## src/rtl/fetch_queue.sv

```systemverilog
// Instruction fetch front-end: owns the fetch PC, issues one word request at a
// time to instruction memory, and buffers {pc, instr} pairs in a small FIFO
// drained by the IF/ID register. Redirects flush the FIFO and discard any
// response still in flight.
module fetch_queue #(
  parameter int unsigned DEPTH    = 4,
  parameter logic [31:0] RESET_PC = 32'h0000_0000
) (
  input  logic                    clk,
  input  logic                    rst,
  output logic                    imem_req,
  output logic [31:0]             imem_addr,
  input  logic                    imem_ack,
  input  logic [31:0]             imem_rdata,
  input  logic                    redirect,
  input  logic [31:0]             redirect_pc,
  input  logic                    deq_ready,
  output logic                    deq_valid,
  output logic [31:0]             deq_pc,
  output logic [31:0]             deq_instr,
  output logic [$clog2(DEPTH):0]  count
);

  localparam int unsigned   AW      = $clog2(DEPTH);
  localparam int unsigned   CW      = AW + 1;
  localparam logic [CW-1:0] DEPTH_C = CW'(DEPTH);

  // Bit 0 of the encoding is the request strobe, so imem_req comes straight
  // off a flop with no decode logic in front of the memory interface.
  typedef enum logic [1:0] {
    IDLE = 2'b00,
    REQ  = 2'b01,
    DROP = 2'b11
  } state_e;

  typedef struct packed {
    logic [31:0] pc;
    logic [31:0] instr;
  } entry_t;

  state_e        state_q, state_d;
  logic [31:0]   fetch_pc_q, fetch_pc_d;
  logic [31:0]   stale_addr_q, stale_addr_d;
  logic [AW-1:0] rd_ptr_q, rd_ptr_d;
  logic [AW-1:0] wr_ptr_q, wr_ptr_d;
  logic [CW-1:0] count_q, count_d;
  logic [CW-1:0] count_next;
  entry_t        mem_q [DEPTH];

  logic          enq;
  logic          deq;
  logic [31:0]   redirect_aligned;

  // Transfer qualifiers: a redirect blocks both sides of the FIFO.
  assign enq              = (state_q == REQ) && imem_ack && !redirect;
  assign deq              = (count_q != '0) && deq_ready && !redirect;
  assign count_next       = count_q + CW'(enq) - CW'(deq);
  assign redirect_aligned = {redirect_pc[31:2], 2'b00};

  // Outputs: while dropping a stale request the old address must stay on the
  // bus even though fetch_pc already points at the redirect target.
  assign imem_req  = state_q[0];
  assign imem_addr = (state_q == DROP) ? stale_addr_q : fetch_pc_q;
  assign deq_valid = (count_q != '0) && !redirect;
  assign deq_pc    = (count_q != '0) ? mem_q[rd_ptr_q].pc    : '0;
  assign deq_instr = (count_q != '0) ? mem_q[rd_ptr_q].instr : '0;
  assign count     = count_q;

  // Next-state logic for the fetch FSM, PC and FIFO pointers.
  always_comb begin
    // NOTE: every signal gets a default before any branch so no latch is inferred.
    state_d      = state_q;
    fetch_pc_d   = fetch_pc_q;
    stale_addr_d = stale_addr_q;
    rd_ptr_d     = rd_ptr_q;
    wr_ptr_d     = wr_ptr_q;
    count_d      = count_next;

    if (enq) begin
      wr_ptr_d   = wr_ptr_q + 1'b1;
      fetch_pc_d = fetch_pc_q + 32'd4;  // wraps at 2^32 silently
    end
    if (deq) begin
      rd_ptr_d = rd_ptr_q + 1'b1;
    end
    if (redirect) begin
      fetch_pc_d = redirect_aligned;
      rd_ptr_d   = '0;
      wr_ptr_d   = '0;
      count_d    = '0;
    end

    unique case (state_q)
      IDLE: begin
        if (!redirect && (count_next < DEPTH_C)) state_d = REQ;
      end
      REQ: begin
        if (redirect) begin
          // Unacked request must complete at its original address.
          if (!imem_ack) begin
            state_d      = DROP;
            stale_addr_d = fetch_pc_q;
          end
        end else if (imem_ack && (count_next >= DEPTH_C)) begin
          state_d = IDLE;
        end
      end
      DROP: begin
        if (imem_ack) state_d = REQ;
      end
      default: state_d = IDLE;
    endcase
  end

  // State, PC and pointer registers.
  always_ff @(posedge clk or posedge rst) begin
    if (rst) begin
      state_q      <= IDLE;
      fetch_pc_q   <= RESET_PC;
      stale_addr_q <= RESET_PC;
      rd_ptr_q     <= '0;
      wr_ptr_q     <= '0;
      count_q      <= '0;
    end else begin
      // NOTE: non-blocking assignments so every register samples pre-edge values.
      state_q      <= state_d;
      fetch_pc_q   <= fetch_pc_d;
      stale_addr_q <= stale_addr_d;
      rd_ptr_q     <= rd_ptr_d;
      wr_ptr_q     <= wr_ptr_d;
      count_q      <= count_d;
    end
  end

  // FIFO storage write port.
  // NOTE: storage is not reset; the outputs are masked to zero while count is 0.
  always_ff @(posedge clk) begin
    if (enq) begin
      mem_q[wr_ptr_q] <= '{pc: imem_addr, instr: imem_rdata};
    end
  end

endmodule

```

## config.mk

```make
export PLATFORM = sky130hd
export DESIGN_NAME = fetch_queue
export DESIGN_NICKNAME = d
export VERILOG_FILES = /design/src/rtl/fetch_queue.sv
export SDC_FILE = /design/constraint.sdc
export NUM_CORES = 1
export LEC_CHECK = 0
export ABC_AREA = 1
export CAP_MARGIN = 20
export CORE_MARGIN = 5
export CORE_UTILIZATION = 46
export CTS_CLUSTER_SIZE = 30
export DETAILED_ROUTE_END_ITERATION = 16
export PLACE_DENSITY = 0.73
export SETUP_SLACK_MARGIN = 0.2
export SLEW_MARGIN = 20
export SYNTH_ARGS = -nofsm -noshare
export SYNTH_HDL_FRONTEND = slang
export SYNTH_SLANG_ARGS = --single-unit
```

## constraint.sdc

```tcl
create_clock -name clk -period 4.7 [get_ports clk]
set_input_delay 0.705 -clock clk [delete_from_list [all_inputs] [get_ports clk]]
set_output_delay 0.705 -clock clk [all_outputs]
set_load 0.01 [all_outputs]
```

==> impl_metrics.ini <==
[cells_and_area]
drive_gt1_share_pct = 6.45
synthToLayoutAreaGrowth_pct = 22.4
nFillCells = 2465
final_nets = 1560
post-route-util_pct = 57.0
antenna_cells = 0

[logic_synthesis]
async_flop_share_pct = 21.8
syn_avg_cell_area_um2 = 10.3
synth-seq-cells = 317
synthFlopType = edfxtp_1
yosysSeqAreaShare_pct = 66.6
synth_cell_type_count = 36
synth_area_um2 = 13800
yosysWarnings = 0
netlist_instances = 1333
synth-edff-count = 248

[timing]
slew_violations = 0
finClkSkew_ns = 0.0124
worst_slew_pin_slew_ns = 1.01
max_slew_margin_pct = 32.3
setup_tns_ns = 0
min_period_ns = 3.92
hold_violations = 0
max_freq_mhz = 255
post-route-period-util_pct = 83.4
rsz0062_at_grt = no
setup_viol = 0

[grt]
grt_pass1_wl_um = 52400
overflow = 0
grt_max_degree = 89
grt_pass1_vias = 9779
grt_use_total_pct = 19.6
antenna_found_initial = 0

[critical_path]
worst_setup_path_start_kind = flip-flop
cp_top_family = buffers and inverters
worstPathArrival_ns = 3.21
crit_slowest_cell = o21ai_0
cp_num_buf_inv = 2
path_max_fanout = 39
worstPathCellList = ha_1 -> buf_12 -> o21ai_0 -> clkdlybuf4s50_1
crit_required_ns = 3.99
end_kind = primary output
critical_path_class = reg -> out
cpPeakStageDelay_ns = 0.75

[placement]
dp_hpwl_um = 20400
place_congestion = 0.868
numPortBuffers = 163

[cts]
cts_tree = yes
clkSinkCount = 317
cts_resized = 0
clock_path_buffers = 3
ctsHtreeMaxLevel = 2
cts-buffers-inserted = 34
cts_hold_buffers = 0
post_cts.repair.setup_buffers = 0
cts_root_buf = clkbuf_16
clkLatencyLatePin_ns = 0.49
clk_pin_slew_ns = 0.06

[floorplanning]
die_w_um = 183
rows = 63
core_area_um2 = 29600
initial_core_util_pct = 46.6
pin_count = 170
die_h_um = 183
die_area_um2 = 33500

[run]
max_cap_viol_count = 0

[pwr]
p_leak_nw = 6.20
p_per_area_nw_per_um2 = 555
ir_drop_v = 0.000384

[routing]
first_pass_iters = 5
avgRoutedWirePerCell_um = 17.5
drt-total-wl_um = 33200
viasPerCell = 5.26
drtIter0Drc = 685
drc = 0
dr_total_vias = 9950
antenna_left = 0

[run_status]
outcome = complete, no violations

[min_path]
hold_class = reg -> reg
## area by class of cell
| class | count | area, µm² | share of cell area, % |
|---|---|---|---|
| Sequential cell | 317 | 9180 | 54.5 |
| Multi-Input combinational cell | 876 | 4040 | 24.0 |
| Clock buffer | 44 | 930 | 5.52 |
| Tap cell | 390 | 488 | 2.90 |
| Clock inverter | 16 | 156 | 0.928 |
| Inverter | 70 | 264 | 1.57 |
| Timing Repair Buffer | 180 | 1800 | 10.7 |
## Yosys cell counts, types with 3 or more instances
master | count | area share (%)
buf_4 | 8 | 0.44
o21ai_0 | 176 | 6.4
nor2_1 | 301 | 8.2
ha_1 | 11 | 1.0
dfrtp_1 | 69 | 13
clkbuf_1 | 36 | 0.98
nand3_1 | 28 | 1.0
edfxtp_1 | 248 | 54
o211ai_1 | 9 | 0.49
nand2_2 | 4 | 0.18
nor2_4 | 3 | 0.25
o21ai_1 | 32 | 1.2
buf_1 | 3 | 0.082
inv_2 | 4 | 0.11
nand4_1 | 4 | 0.18
xor2_1 | 9 | 0.57
nor2_2 | 7 | 0.32
inv_1 | 65 | 1.8
buf_2 | 25 | 0.91
nand2_1 | 202 | 5.5
a21oi_1 | 72 | 2.6
## worst reg2reg max path, delay by kind of cell, from the launching register on
family	cells	cell delay, ns
adder cells (fa/ha/maj)	4	1.01
buffers and inverters	4	0.33
flip-flops	1	0.41
AND/OR/NAND/NOR	9	1.29
## state kept, by name, summed over array words and instances (netlist names)
register,count
mem_q,248
fetch_pc_q,30
stale_addr_q,30
count,3
rd_ptr_q,2
state_q,2
wr_ptr_q,2
## cell usage in the layout (no fill, tap or decap), types with 3 or more instances in the layout
cell type,count
nor2_1,297
edfxtp_1,248
nand2_1,202
o21ai_0,176
clkdlybuf4s50_1,163
a21oi_1,72
dfrtp_1,67
inv_1,64
clkbuf_16,35
o21ai_1,32
nand3_1,28
buf_4,14
ha_1,11
o211ai_1,9
xor2_1,9
clkinv_2,8
nor2_2,7
nor2_4,7
clkbuf_1,7
clkinv_1,5
nand2_2,4
inv_2,4
nand4_1,4
conb_1,4
bufinv_16,3
buf_12,3
## report_power, final
group          internal, W  switching, W  total (W)
Combinational      0.00127       0.00187    0.00313
Sequential         0.00344      0.000190    0.00363
Clock              0.00156       0.00102    0.00258
## kinds of logic after synthesis
| logic type | Yosys count | share of synthesized area [%] |
|---|---|---|
| AO/OA/AOI/OAI | 292 | 10.8 |
| adder cells (fa/ha/maj) | 12 | 1.15 |
| other | 1 | 0.0272 |
| XOR/XNOR | 10 | 0.636 |
| flip-flops | 317 | 66.6 |
| buffers and inverters | 143 | 4.40 |
| AND/OR/NAND/NOR | 558 | 16.3 |
## per-layer routing
metal	routed length, µm	vias up	global-route usage (%)
li1	-	4801	-
met1	14300	4799	26.7
met2	16200	306	33.2
met3	1950	44	2.82
met4	786	0	5.72
met5	0	-	0
## per-stage QoR
stage	std cells	worst slack [ns]	power (W)	hold WS [ns]	area, µm²
after floorplan	1336	0.346	0.00534	0.453	13800
after global placement	1833	1.08	0.00677	0.467	15800
after detailed placement	1833	1.02	0.00683	0.473	15800
after CTS	1893	0.802	0.00942	0.488	16800
after global routing	1893	0.686	0.00987	0.514	16800
final	1893	0.782	0.00934	0.487	16800
## worst paths after layout
path | startpoint | end | slack [ns] | cells after the start
min | stale_addr_q[7]$_DFFE_PP0P_ | stale_addr_q[7]$_DFFE_PP0P_ | 0.49 | 2
max in group asynchronous | rst | rd_ptr_q[0]$_DFFE_PP0P_ | 3.21 | 3
max reg2reg | state_q[1]$_DFFE_PP0P_ | state_q[0]$_DFFE_PP0P_ | 1.54 | 17
min reg2reg | stale_addr_q[7]$_DFFE_PP0P_ | stale_addr_q[7]$_DFFE_PP0P_ | 0.49 | 2
min in group asynchronous | rst | fetch_pc_q[29]$_DFFE_PP0N_ | 0.71 | 2
max | state_q[0]$_DFFE_PP0P_ | imem_addr[4] | 0.78 | 4
No activity file was read; power rests on OpenSTA's default activity.
